### src/rtl/muldiv_hilo_pkg.sv
// Shared definitions for the HI/LO multiply/divide unit and the control unit that drives it.
package muldiv_hilo_pkg;

  localparam logic [1:0] OP_MULTU = 2'b00;
  localparam logic [1:0] OP_MULT  = 2'b01;
  localparam logic [1:0] OP_DIVU  = 2'b10;
  localparam logic [1:0] OP_DIV   = 2'b11;

  localparam int unsigned ITER_COUNT = 32;

  typedef enum logic [1:0] {
    IDLE = 2'd0,
    CALC = 2'd1,
    FIX  = 2'd2
  } state_e;

endpackage

### src/rtl/muldiv_hilo.sv
// Iterative shift-add multiplier / restoring divider writing HI/LO, with MTHI/MTLO access.
// Multiply and divide share one 2*WIDTH working register and the iteration counter.
module muldiv_hilo
  import muldiv_hilo_pkg::*;
#(
  parameter int unsigned WIDTH = ITER_COUNT
) (
  input  logic             clk,
  input  logic             rst_n,
  input  logic             start,
  input  logic [1:0]       op,
  input  logic [WIDTH-1:0] A,
  input  logic [WIDTH-1:0] B,
  input  logic             hi_we,
  input  logic             lo_we,
  input  logic [WIDTH-1:0] wdata,
  output logic             busy,
  output logic             done,
  output logic             div_zero,
  output logic [WIDTH-1:0] hi,
  output logic [WIDTH-1:0] lo
);

  localparam int unsigned CNT_W = $clog2(WIDTH);
  localparam int unsigned ACC_W = 2 * WIDTH;

  state_e             state_q, state_d;
  logic [CNT_W-1:0]   cnt_q, cnt_d;
  logic [1:0]         op_q, op_d;
  logic [WIDTH-1:0]   a_q, a_d, b_q, b_d;
  logic [ACC_W-1:0]   acc_q, acc_d;
  logic [WIDTH-1:0]   hi_q, hi_d, lo_q, lo_d;
  logic               busy_q, busy_d, done_q, done_d, dz_q, dz_d;

  logic [WIDTH-1:0]   mag_a_in, mag_b_in, mag_a_q, mag_b_q;
  logic [WIDTH:0]     mul_sum;
  logic [WIDTH:0]     rem_sh;
  logic               rem_fits;
  logic [WIDTH-1:0]   rem_diff;
  logic               neg_res;
  logic [WIDTH-1:0]   quot, rem;

  // Operand magnitudes: signed ops (op[0]=1) work on absolute values, sign fixed in FIX.
  assign mag_a_in = (op[0] && A[WIDTH-1]) ? -A : A;
  assign mag_b_in = (op[0] && B[WIDTH-1]) ? -B : B;
  assign mag_a_q  = (op_q[0] && a_q[WIDTH-1]) ? -a_q : a_q;
  assign mag_b_q  = (op_q[0] && b_q[WIDTH-1]) ? -b_q : b_q;

  // Multiply step: conditionally add multiplicand into upper half, then shift right with carry.
  assign mul_sum  = {1'b0, acc_q[ACC_W-1:WIDTH]} + (acc_q[0] ? {1'b0, mag_a_q} : '0);

  // Divide step: shift partial remainder left one bit and try to subtract the divisor.
  assign rem_sh   = acc_q[ACC_W-1:WIDTH-1];
  assign rem_fits = (rem_sh >= {1'b0, mag_b_q});
  assign rem_diff = rem_sh[WIDTH-1:0] - mag_b_q;

  assign neg_res  = op_q[0] & (a_q[WIDTH-1] ^ b_q[WIDTH-1]);
  assign quot     = acc_q[WIDTH-1:0];
  assign rem      = acc_q[ACC_W-1:WIDTH];

  always_comb begin
    state_d = state_q;
    cnt_d   = cnt_q;
    op_d    = op_q;
    a_d     = a_q;
    b_d     = b_q;
    acc_d   = acc_q;
    hi_d    = hi_q;
    lo_d    = lo_q;
    done_d  = 1'b0;
    dz_d    = dz_q;

    unique case (state_q)
      IDLE: begin
        if (hi_we) hi_d = wdata;
        if (lo_we) lo_d = wdata;
        if (start) begin
          state_d = CALC;
          cnt_d   = '0;
          op_d    = op;
          a_d     = A;
          b_d     = B;
          dz_d    = 1'b0;
          acc_d   = {{WIDTH{1'b0}}, (op[1] ? mag_a_in : mag_b_in)};
        end
      end
      CALC: begin
        cnt_d = cnt_q + CNT_W'(1);
        if (op_q[1]) begin
          acc_d = rem_fits ? {rem_diff, acc_q[WIDTH-2:0], 1'b1}
                           : {acc_q[ACC_W-2:0], 1'b0};
        end else begin
          acc_d = {mul_sum, acc_q[WIDTH-1:1]};
        end
        if (cnt_q == CNT_W'(WIDTH - 1)) begin
          state_d = FIX;
          cnt_d   = '0;
        end
      end
      FIX: begin
        state_d = IDLE;
        done_d  = 1'b1;
        if (!op_q[1]) begin
          {hi_d, lo_d} = neg_res ? -acc_q : acc_q;
        end else if (b_q == '0) begin
          lo_d = '1;
          hi_d = a_q;
          dz_d = 1'b1;
        end else begin
          lo_d = neg_res ? -quot : quot;
          hi_d = (op_q[0] && a_q[WIDTH-1]) ? -rem : rem;
        end
      end
      default: state_d = IDLE;
    endcase

    busy_d = (state_d != IDLE);
  end

  always_ff @(posedge clk or negedge rst_n) begin
    if (!rst_n) begin
      state_q <= IDLE;
      cnt_q   <= '0;
      op_q    <= '0;
      a_q     <= '0;
      b_q     <= '0;
      acc_q   <= '0;
      hi_q    <= '0;
      lo_q    <= '0;
      busy_q  <= 1'b0;
      done_q  <= 1'b0;
      dz_q    <= 1'b0;
    end else begin
      state_q <= state_d;
      cnt_q   <= cnt_d;
      op_q    <= op_d;
      a_q     <= a_d;
      b_q     <= b_d;
      acc_q   <= acc_d;
      hi_q    <= hi_d;
      lo_q    <= lo_d;
      busy_q  <= busy_d;
      done_q  <= done_d;
      dz_q    <= dz_d;
    end
  end

  assign busy     = busy_q;
  assign done     = done_q;
  assign div_zero = dz_q;
  assign hi       = hi_q;
  assign lo       = lo_q;

endmodule

### config.mk
export PLATFORM = sky130hd
export DESIGN_NAME = muldiv_hilo
export DESIGN_NICKNAME = d
export VERILOG_FILES = /design/src/rtl/muldiv_hilo_pkg.sv /design/src/rtl/muldiv_hilo.sv
export SDC_FILE = /design/constraint.sdc
export NUM_CORES = 1
export LEC_CHECK = 0
export CAP_MARGIN = 30
export CORE_ASPECT_RATIO = 0.6
export CORE_MARGIN = 10
export CORE_UTILIZATION = 48
export DETAILED_ROUTE_END_ITERATION = 10
export GPL_TIMING_DRIVEN = 0
export MAX_ROUTING_LAYER = met4
export PLACE_DENSITY = 0.69
export SLEW_MARGIN = 20
export SYNTH_ARGS = -nofsm -noshare
export SYNTH_HDL_FRONTEND = slang
export SYNTH_SLANG_ARGS = --single-unit
### constraint.sdc
create_clock -name clk -period 11.3 [get_ports clk]
set_input_delay 1.695 -clock clk [delete_from_list [all_inputs] [get_ports clk]]
set_output_delay 1.695 -clock clk [all_outputs]
set_load 0.01 [all_outputs]
* After elaboration in Yosys (flattened, before gate mapping)
Cells that the tools add are included.
Storage, ports and cells: logic and storage cells 78, register bits 204, output and inout bits 67, bits of input ports 103
Operators by class: add/subtract/negate cells 10, equal/unequal tests 8, $lt $le $gt $ge 1, reductions and logical operators 14, mux-type cells 32, bitwise operators 2
Operators by type and width (count):
- $mux W32 | 14
- $mux W64 | 4
- $neg A32 Y32 | 6
- $pmux W32 S2 | 2
- $pmux W64 S2 | 1
- $neg A64 Y64 | 1
- $add A32 B32 Y33 | 1
- $ge A33 B32 Y1 | 1
- $logic_not A32 Y1 | 1
- $sub A32 B32 Y32 | 1
- $mux W5 | 2
- $ne A2 B2 Y1 const B | 5
- $pmux W5 S2 | 1
- $reduce_and A2 Y1 | 4
- $reduce_bool A2 Y1 | 3
- $add A5 B1 Y5 const B | 1
- $eq A5 B5 Y1 const B | 1
- $logic_and A1 B1 Y1 | 4
- $mux W1 | 4
- $mux W2 | 2
- $pmux W2 S2 | 1
- $reduce_and A4 Y1 | 1
- $eq A2 B1 Y1 const B | 1
- $eq A2 B2 Y1 const B | 1
- other kinds (4) | 4

* Longest topological paths before layout
Gate-level depths: netlist of run 1.
word-level depth 6, gate-level depth with buffers 21, depth with buffers taken out 20

* Least setup slack after synthesis of run 1
OpenSTA, ideal clock, no wires.
path type register to register, from register b_q[5], to register acc_q[58], buffers on the path 2, setup time 0.136 ns, stages on the path, launching flop included 18, period minus slack after synthesis 4.525 ns, required time 11.164 ns, path slack 6.775 ns, data arrival time 4.390 ns, path through dfrtp_1 -> or4_1 -> nor4b_4 -> nand4b_1 -> o21ai_0 -> xor2_1 -> ha_1 -> nand3_1 -> or3_1 -> or4_1 -> nand3_1 -> a211oi_1 -> nor3_2 -> buf_2 -> buf_4 -> nor2_1 -> a221oi_1 -> o21ai_0
On the way: cells in the longest elaborated chain, start to end 6, elaborated cells between the ends (all ways) 7, those cells by class add/sub (2); order compare (1); mux (4)
Ends and longest elaborated chain:
- from (decl) | line muldiv_hilo.sv:30 | logic [WIDTH-1:0] a_q, a_d, b_q, b_d;
- from (signal assigned) | line muldiv_hilo.sv:126 | b_q <= '0;
- from (signal assigned) | line muldiv_hilo.sv:138 | b_q <= b_d;
- $neg A32 Y32 | line muldiv_hilo.sv:47 | assign mag_b_q = (op_q[0] && b_q[WIDTH-1]) ? -b_q : b_q;
- $mux W32 (*) | line muldiv_hilo.sv:47
- $sub A32 B32 Y32 / $ge A33 B32 Y1 (equally long branches) | line muldiv_hilo.sv:55, muldiv_hilo.sv:54
- $mux W64 (*) | line muldiv_hilo.sv:90 | acc_d = rem_fits ? {rem_diff, acc_q[WIDTH-2:0], 1'b1}
- $mux W64 (*) | line muldiv_hilo.sv:89 | if (op_q[1]) begin
- $pmux W64 S2 (*) | line muldiv_hilo.sv:73 | unique case (state_q)
- to (signal assigned) | line muldiv_hilo.sv:127 | acc_q <= '0;
- to (signal assigned) | line muldiv_hilo.sv:139 | acc_q <= acc_d;
- to (decl) | line muldiv_hilo.sv:31 | logic [ACC_W-1:0] acc_q, acc_d;
Every way passes the cells marked *; elsewhere a longest branch is shown, timed or not. A chain may end at the register's enable or synchronous reset.

* Worst setup path in the final report of run 1
from register op_q[0], to register acc_q[63]
On the way: cells in the longest elaborated chain, start to end 6, elaborated cells between the ends (all ways) 11, those cells by class add/sub (2); order compare (1); mux (6); reduce/logical (2)
Ends and longest elaborated chain:
- from (decl) | line muldiv_hilo.sv:29 | logic [1:0] op_q, op_d;
- from (signal assigned) | line muldiv_hilo.sv:136 | op_q <= op_d;
- $logic_and A1 B1 Y1 (on tied branches) | line muldiv_hilo.sv:46, muldiv_hilo.sv:47
- $mux W32 (on tied branches) | line muldiv_hilo.sv:46, muldiv_hilo.sv:47
- $mux W32 (tied with other cells) | line muldiv_hilo.sv:50 | assign mul_sum = {1'b0, acc_q[ACC_W-1:WIDTH]} + (acc_q[0] ? {1'b0, mag_a_q} : '0);
- $add A32 B32 Y33 / $mux W64 (equally long branches) | line muldiv_hilo.sv:50, muldiv_hilo.sv:90
- $mux W64 (*) | line muldiv_hilo.sv:89
- $pmux W64 S2 (*) | line muldiv_hilo.sv:73
Marks and branches as above.

==> flow_metrics.env, run 1 <==
export IMPL_hold_path_class="flip-flop to flip-flop"
export IMPL_drc=0
export IMPL_worstSetupStartpointType="flip-flop"
export IMPL_gp_congestion=1.04
export IMPL_die_area_um2=45300
export IMPL_fin_ws_ns=5.20
export IMPL_dpl_worst_slack_ns=5.35
export IMPL_row_count=54
export IMPL_path_clk_slew_ns=0.07
export IMPL_crit_fanout=10
export IMPL_status="complete, no violations"
export IMPL_drtPass1Iterations=6
export IMPL_antenna_found_initial=1
export IMPL_p_leak_nw=8.65
export IMPL_fin_worst_skew_ns=0.0169
export IMPL_place_area_um2=20100
export IMPL_cts_sinks=204
export IMPL_die_w_um=268
export IMPL_hold_ws_ns=0.483
export IMPL_synth_top_area_share_pct=28.8
export IMPL_cts_max_level=1
export IMPL_synth_ff_type="dfrtp_1"
export IMPL_yosysWarnings=0
export IMPL_grt_pass1_vias=17883
export IMPL_place_hpwl_um=63400
export IMPL_drv_cap=0
export IMPL_clock_latency_ns=0.56
export IMPL_finalHoldViolCount=0
export IMPL_grt_pass1_wl_um=115000
export IMPL_clockBufferDepth=3
export IMPL_synth_edff_count=0
export IMPL_grt_max_degree=80
export IMPL_cts_resized=0
export IMPL_start_util_pct=48.7
export IMPL_synth_cell_types=83
export IMPL_ys_seq_elements=204
export IMPL_drive_above_1_share_pct=4.26
export IMPL_area_growth_pct=17.8
export IMPL_criticalPathCategory="flip-flop to flip-flop"
export IMPL_irDropWorstVdd_uv=158
export IMPL_nets=2696
export IMPL_cts_hold_buf=0
export IMPL_drv_slew=0
export IMPL_io_pin_count=170
export IMPL_multi_input_area_um2=11900
export IMPL_numCtsBuffers=23
export IMPL_rsz0062_at_grt="false"
export IMPL_setup_viol=0
export IMPL_fin_total_pwr_mw=7.17
export IMPL_finalCriticalPeriod_ns=6.10
export IMPL_drt_wl_total_um=78000
export IMPL_portBuffers=167
export IMPL_drtIter0Drc=2703
export IMPL_post_cts_buffers=0
export IMPL_root_buffer="clkbuf_16"
export IMPL_whs_path_depth=2
export IMPL_cp_arrival_ns=6.54
export IMPL_synth_area_per_cell_um2=7.64
export IMPL_syn_inst=2324
export IMPL_n_fill_cell=3434
export IMPL_cts_tree="yes"
export IMPL_core_um2=36400
export IMPL_synth_top_cell_by_area="dfrtp_1"
export IMPL_die_height_um=169
export IMPL_synth_cell_area_um2=17700
export IMPL_worst_pin_slew_ns=1.13
export IMPL_final_cell_area_um2=20900
export IMPL_regArea_um2=5100
export IMPL_grt_overflow=0
export IMPL_tns_ns=0
export IMPL_ys_seq_area_share_pct=28.8
export IMPL_syn_nets=2501
export IMPL_vias=19403
export IMPL_track_usage_pct=34.1
export IMPL_detail_route_antenna_nets=0
export IMPL_end_kind="flip-flop"
export IMPL_slew_headroom_pct=22.5
export IMPL_fmax_mhz=164
export IMPL_power_density_nw_per_um2=343
export IMPL_wl_per_cell_um=25.9
export IMPL_post_route_period_util_pct=54.0
export IMPL_async_flop_share_pct=100
export IMPL_synth_area_top_cells="dfrtp_1 29%, nand2_1 7.5%, o21ai_0 6.6%"
export IMPL_worstPathRequired_ns=11.74
export IMPL_viasPerCell=6.44
export IMPL_ff2ff_path_depth=18
[routing by layer]
| layer | share of wire, % | wire (um) | global-route usage (%) |
|---|---|---|---|
| met5 | 0 | 0 | - |
| met4 | 1.6 | 1260 | 5.38 |
| met3 | 13 | 10200 | 9.86 |
| met2 | 39 | 30100 | 43.9 |
| met1 | 47 | 36400 | 51.5 |
[path summary, 6_finish.rpt]
check                      startpoint  slack (ns)         to
min in group asynchronous       rst_n        1.06  acc_q[60]
setup reg to reg              op_q[0]        5.20  acc_q[63]
max in group asynchronous       rst_n        9.08       busy
setup / recovery              op_q[0]        5.20  acc_q[63]
hold / removal                 hi[14]        0.48     hi[14]
hold reg to reg                hi[14]        0.48     hi[14]
[where the power goes]
part / internal, mW / switching [mW]
Clock: 0.484 / 0.348
Sequential: 1.05 / 0.516
Combinational: 1.89 / 2.88
Total: 3.43 / 3.74
[layout by cell type (no fill, tap or decap), types with 9 or more instances in the layout]
cell type        count
xor2_1             116
xnor2_1            131
nor2b_1             10
mux2_2              16
or4_1               14
o211ai_1            10
o22ai_1             44
dfrtp_1            204
mux2i_1             43
a221oi_1            15
a21o_1              27
buf_2               13
nor3_1              77
nand4_1             11
and2_1              13
a22oi_1             23
nand2_1            353
o41ai_1             15
a31oi_1             16
nand3_1             23
clkdlybuf4s50_1    166
clkbuf_16           23
nor2_1             209
clkbuf_1           132
nand2b_1            17
o21bai_1             9
nor4_1              24
o21ai_0            234
ha_1                72
o31ai_1             27
a21oi_1            208
inv_1               38
or3_1               27
a211oi_1            30
[worst max-delay path: stages (launching register included)]
cell       delay, ns
dfrtp_1         0.33
clkbuf_1        0.55
and2_1          0.21
clkbuf_1        0.40
clkbuf_1        0.50
clkbuf_1        0.46
o31ai_1         0.16
xor2_1          0.17
nor2_1          0.07
ha_1            0.25
a2111oi_0       0.48
o21ai_0         0.26
a211oi_1        0.68
nor4_1          0.19
o31ai_1         0.41
a21oi_1         0.18
a41oi_1         0.27
o22ai_1         0.10
a221o_1         0.29
[area by class of cell]
| cell class | count | share of cell area (%) |
|---|---|---|
| diodes | 1 | 0.0120 |
| clock buffers | 28 | 2.94 |
| multi-input cells | 1925 | 56.8 |
| plain buffers | 156 | 2.98 |
| repair buffers | 170 | 8.34 |
| flip-flops and latches | 204 | 24.4 |
| clock inverters | 13 | 0.934 |
| well taps | 476 | 2.85 |
| inverters | 39 | 0.701 |
[stage by stage]
step / std cells / utilization [%]
6_report: 3012 / 57.4
5_1_grt: 3012 / 57.4
4_1_cts: 3010 / 57.3
3_5_place_dp: 2969 / 55.1
3_3_place_gp: 2967 / 55.0
2_1_floorplan: 2324 / -
[state kept, by name (all words and copies together), names as in the netlist]
register	count
state_q	2
busy	1
op_q	2
hi	32
acc_q	64
a_q	32
div_zero	1
done	1
b_q	32
cnt_q	5
lo	32
[logic make-up after synthesis]
logic type	share of synthesized area, %
and+or+nand+nor	21.3
buffers and inverters	4.32
adders and majority gates	5.30
AOI/OAI and AO/OA	24.6
muxes	3.44
DFF	28.8
xor gates and xnor gates	12.2
[cells in the mapped netlist, types with 7 or more instances]
cell / number
o21a_1: 7
a31oi_1: 16
clkbuf_1: 130
xor2_1: 116
nor4_1: 24
o41ai_1: 15
o21bai_1: 9
mux2i_1: 43
mux2_2: 16
o211ai_1: 10
nor3_1: 77
nand3_1: 23
buf_1: 7
and2_1: 13
nand2_1: 353
xnor2_1: 131
dfrtp_1: 204
nand2b_1: 17
nand4_1: 11
o21ai_0: 234
buf_2: 13
a22oi_1: 23
inv_1: 38
a21oi_1: 208
and3_1: 7
o31ai_1: 27
a21o_1: 27
or3_1: 27
a211oi_1: 30
nor2_1: 209
a221oi_1: 15
or4_1: 14
ha_1: 72
o22ai_1: 44
nor2b_1: 10
No activity file was read; power rests on OpenSTA's default activity.
==> run 2: changes to the inputs <==
- PLACE_DENSITY: 0.69 -> 0.71
- clock period: 11.3 -> 5.6 ns (I/O delays scaled with it)
==> flow_metrics.env, run 2 (synthesis gave the netlist of run 1 again) <==
export IMPL_status="complete, no violations"
export IMPL_row_count=54
export IMPL_irDropWorstVdd_uv=342
export IMPL_setup_viol=0
export IMPL_detail_route_antenna_nets=0
export IMPL_die_height_um=169
export IMPL_antenna_found_initial=2
export IMPL_track_usage_pct=34.2
export IMPL_swShare_pct=53.0
export IMPL_post_route_period_util_pct=94.8
export IMPL_portBuffers=167
export IMPL_final_cell_area_um2=20900
export IMPL_worst_pin_slew_ns=1.00
export IMPL_vias=19393
export IMPL_fin_ws_ns=0.292
export IMPL_clock_latency_ns=0.57
export IMPL_cts_sinks=204
export IMPL_root_buffer="clkbuf_16"
export IMPL_drtPass1Iterations=6
export IMPL_place_hpwl_um=63700
export IMPL_hold_path_class="input port to async pin"
export IMPL_pwr_share_comb_pct=67.7
export IMPL_fin_total_pwr_mw=14.4
export IMPL_cp_arrival_ns=5.71
export IMPL_io_pin_count=170
export IMPL_cts_max_level=1
export IMPL_top_register="acc_q"
export IMPL_power_density_nw_per_um2=687
export IMPL_die_w_um=268
export IMPL_grt_pass1_wl_um=115000
export IMPL_slowest_delay_ns=0.67
export IMPL_power_internal_mw=6.75
export IMPL_worstSetupStartpointType="flip-flop"
export IMPL_dpl_worst_slack_ns=-0.394
export IMPL_nets=2694
export IMPL_postLayoutCoreUtil_pct=57.5
export IMPL_clkPwrFrac_pct=10.0
export IMPL_p_sw_mw=7.62
export IMPL_fin_worst_skew_ns=0.0403
export IMPL_final_common_cell="nand2_1"
export IMPL_fmax_mhz=188
export IMPL_clockBufferDepth=3
export IMPL_crit_fanout=10
export IMPL_numCtsBuffers=22
export IMPL_finalCriticalPeriod_ns=5.31
export IMPL_tns_ns=0
export IMPL_slew_headroom_pct=33.1
export IMPL_drt_wl_total_um=78200
export IMPL_drtIter0Drc=2848
export IMPL_largest_reg_flops=64
export IMPL_criticalPathCategory="flip-flop to flip-flop"
export IMPL_gp_congestion=1.03
export IMPL_wl_per_cell_um=26.0
export IMPL_worstPathRequired_ns=6.00
export IMPL_area_growth_pct=18.0
export IMPL_core_um2=36400
export IMPL_path_clk_slew_ns=0.08
export IMPL_die_area_um2=45300
export IMPL_rsz0062_at_grt="false"
export IMPL_crit_chain="or4_1, nor4_4, nand2_1, nor2_2, nand3b_1, nand2_1, xor2_4, ha_2, nand3_1, or3_1, or4_1, nand3_1, a211oi_2, nor3_2, buf_4, buf_4, nor2_1, a221oi_1, o21ai_0"
export IMPL_viasPerCell=6.44
export IMPL_start_util_pct=48.7
export IMPL_cp_slowest_cell="or4_1"
export IMPL_finalHoldViolCount=0
export IMPL_cts_tree="yes"
export IMPL_grt_max_degree=102
export IMPL_mostFrequentLayoutCells="352 x nand2_1, 233 x o21ai_0, 208 x nor2_1, 208 x a21oi_1, 204 x dfrtp_1"
export IMPL_end_kind="flip-flop"
export IMPL_grt_pass1_vias=17904
export IMPL_drive_above_1_share_pct=5.09
export IMPL_drc=0
export IMPL_place_area_um2=20100
export IMPL_p_leak_nw=8.62
export IMPL_grt_overflow=0
export IMPL_drv_slew=0
export IMPL_p_seq_share_pct=22.2
export IMPL_drv_cap=0
-- run 2: changes by cell type in the layout (fill, tap and decap cells not counted), sizes merged --
cell	delta
bufinv	-4
buf	+2
inv	-2
clkbuf	-2
clkinvlp	+4
-- run 2: worst paths after layout --
path	from	end	slack [ns]	depth (start not counted)
min in group clk	hi[5]	hi[5]	0.48	2
max in group asynchronous	rst_n	acc_q[3]	4.72	2
worst max-delay path	b_q[5]	acc_q[56]	0.29	19
worst max register to register	b_q[5]	acc_q[56]	0.29	19
worst min-delay path	rst_n	acc_q[49]	0.10	1
worst min register to register	hi[5]	hi[5]	0.48	2
-- run 2: what timing repair did --
item	in CTS	in global routing
hold buffers	0	0
pin swaps	1	3
setup endpoints to repair	33	33
resized for setup	5	30
setup buffers	1	0
-- run 2: layer usage --
| layer | part of all wire [%] | global-route usage, % | wire, um | up-vias |
|---|---|---|---|---|
| met1 | 45 | 51.2 | 35300 | 9367 |
| met3 | 15 | 10.5 | 11600 | 97 |
| met4 | 1.5 | 4.75 | 1180 | 0 |
| met2 | 38 | 44.4 | 30100 | 1206 |
| li1 | - | - | - | 8723 |
| met5 | 0 | - | 0 | - |
-- run 2: final cells by class --
class | count | area [um2]
clock buffer | 29 | 587
timing repair buffer | 173 | 1770
buffer | 152 | 614
multi-input combinational | 1925 | 12000
fill | 3413 | 15500
sequential | 204 | 5100
tap | 476 | 596
clock inverter | 11 | 98.8
antenna | 1 | 2.50
inverter | 39 | 146
-- run 2: critical path, delay by kind of cell (launching register included) --
| family | cells | cell delay [ns] |
|---|---|---|
| compound gates | 3 | 0.44 |
| xor+xnor | 1 | 0.14 |
| fa+ha+maj | 1 | 0.42 |
| buf+inv | 2 | 0.50 |
| flops | 1 | 0.46 |
| simple gates | 12 | 3.18 |
-- run 2: stage by stage --
stage	cells	hold WS, ns
after global placement	2967	0.465
after floorplan	2324	0.473
after detailed placement	2971	0.470
final	3010	0.102
after global routing	3010	0.100
after CTS	3011	0.0971
-- run 2: power by group through the flow --
stage | combinational (mW) | sequential [mW] | clock [mW]
2_1_floorplan | 6.52 | 2.77 | 0
3_3_place_gp | 9.14 | 3.07 | 0
3_5_place_dp | 9.33 | 3.09 | 0
4_1_cts | 9.37 | 3.09 | 1.45
5_1_grt | 10.5 | 3.24 | 1.51
6_report | 9.74 | 3.20 | 1.44
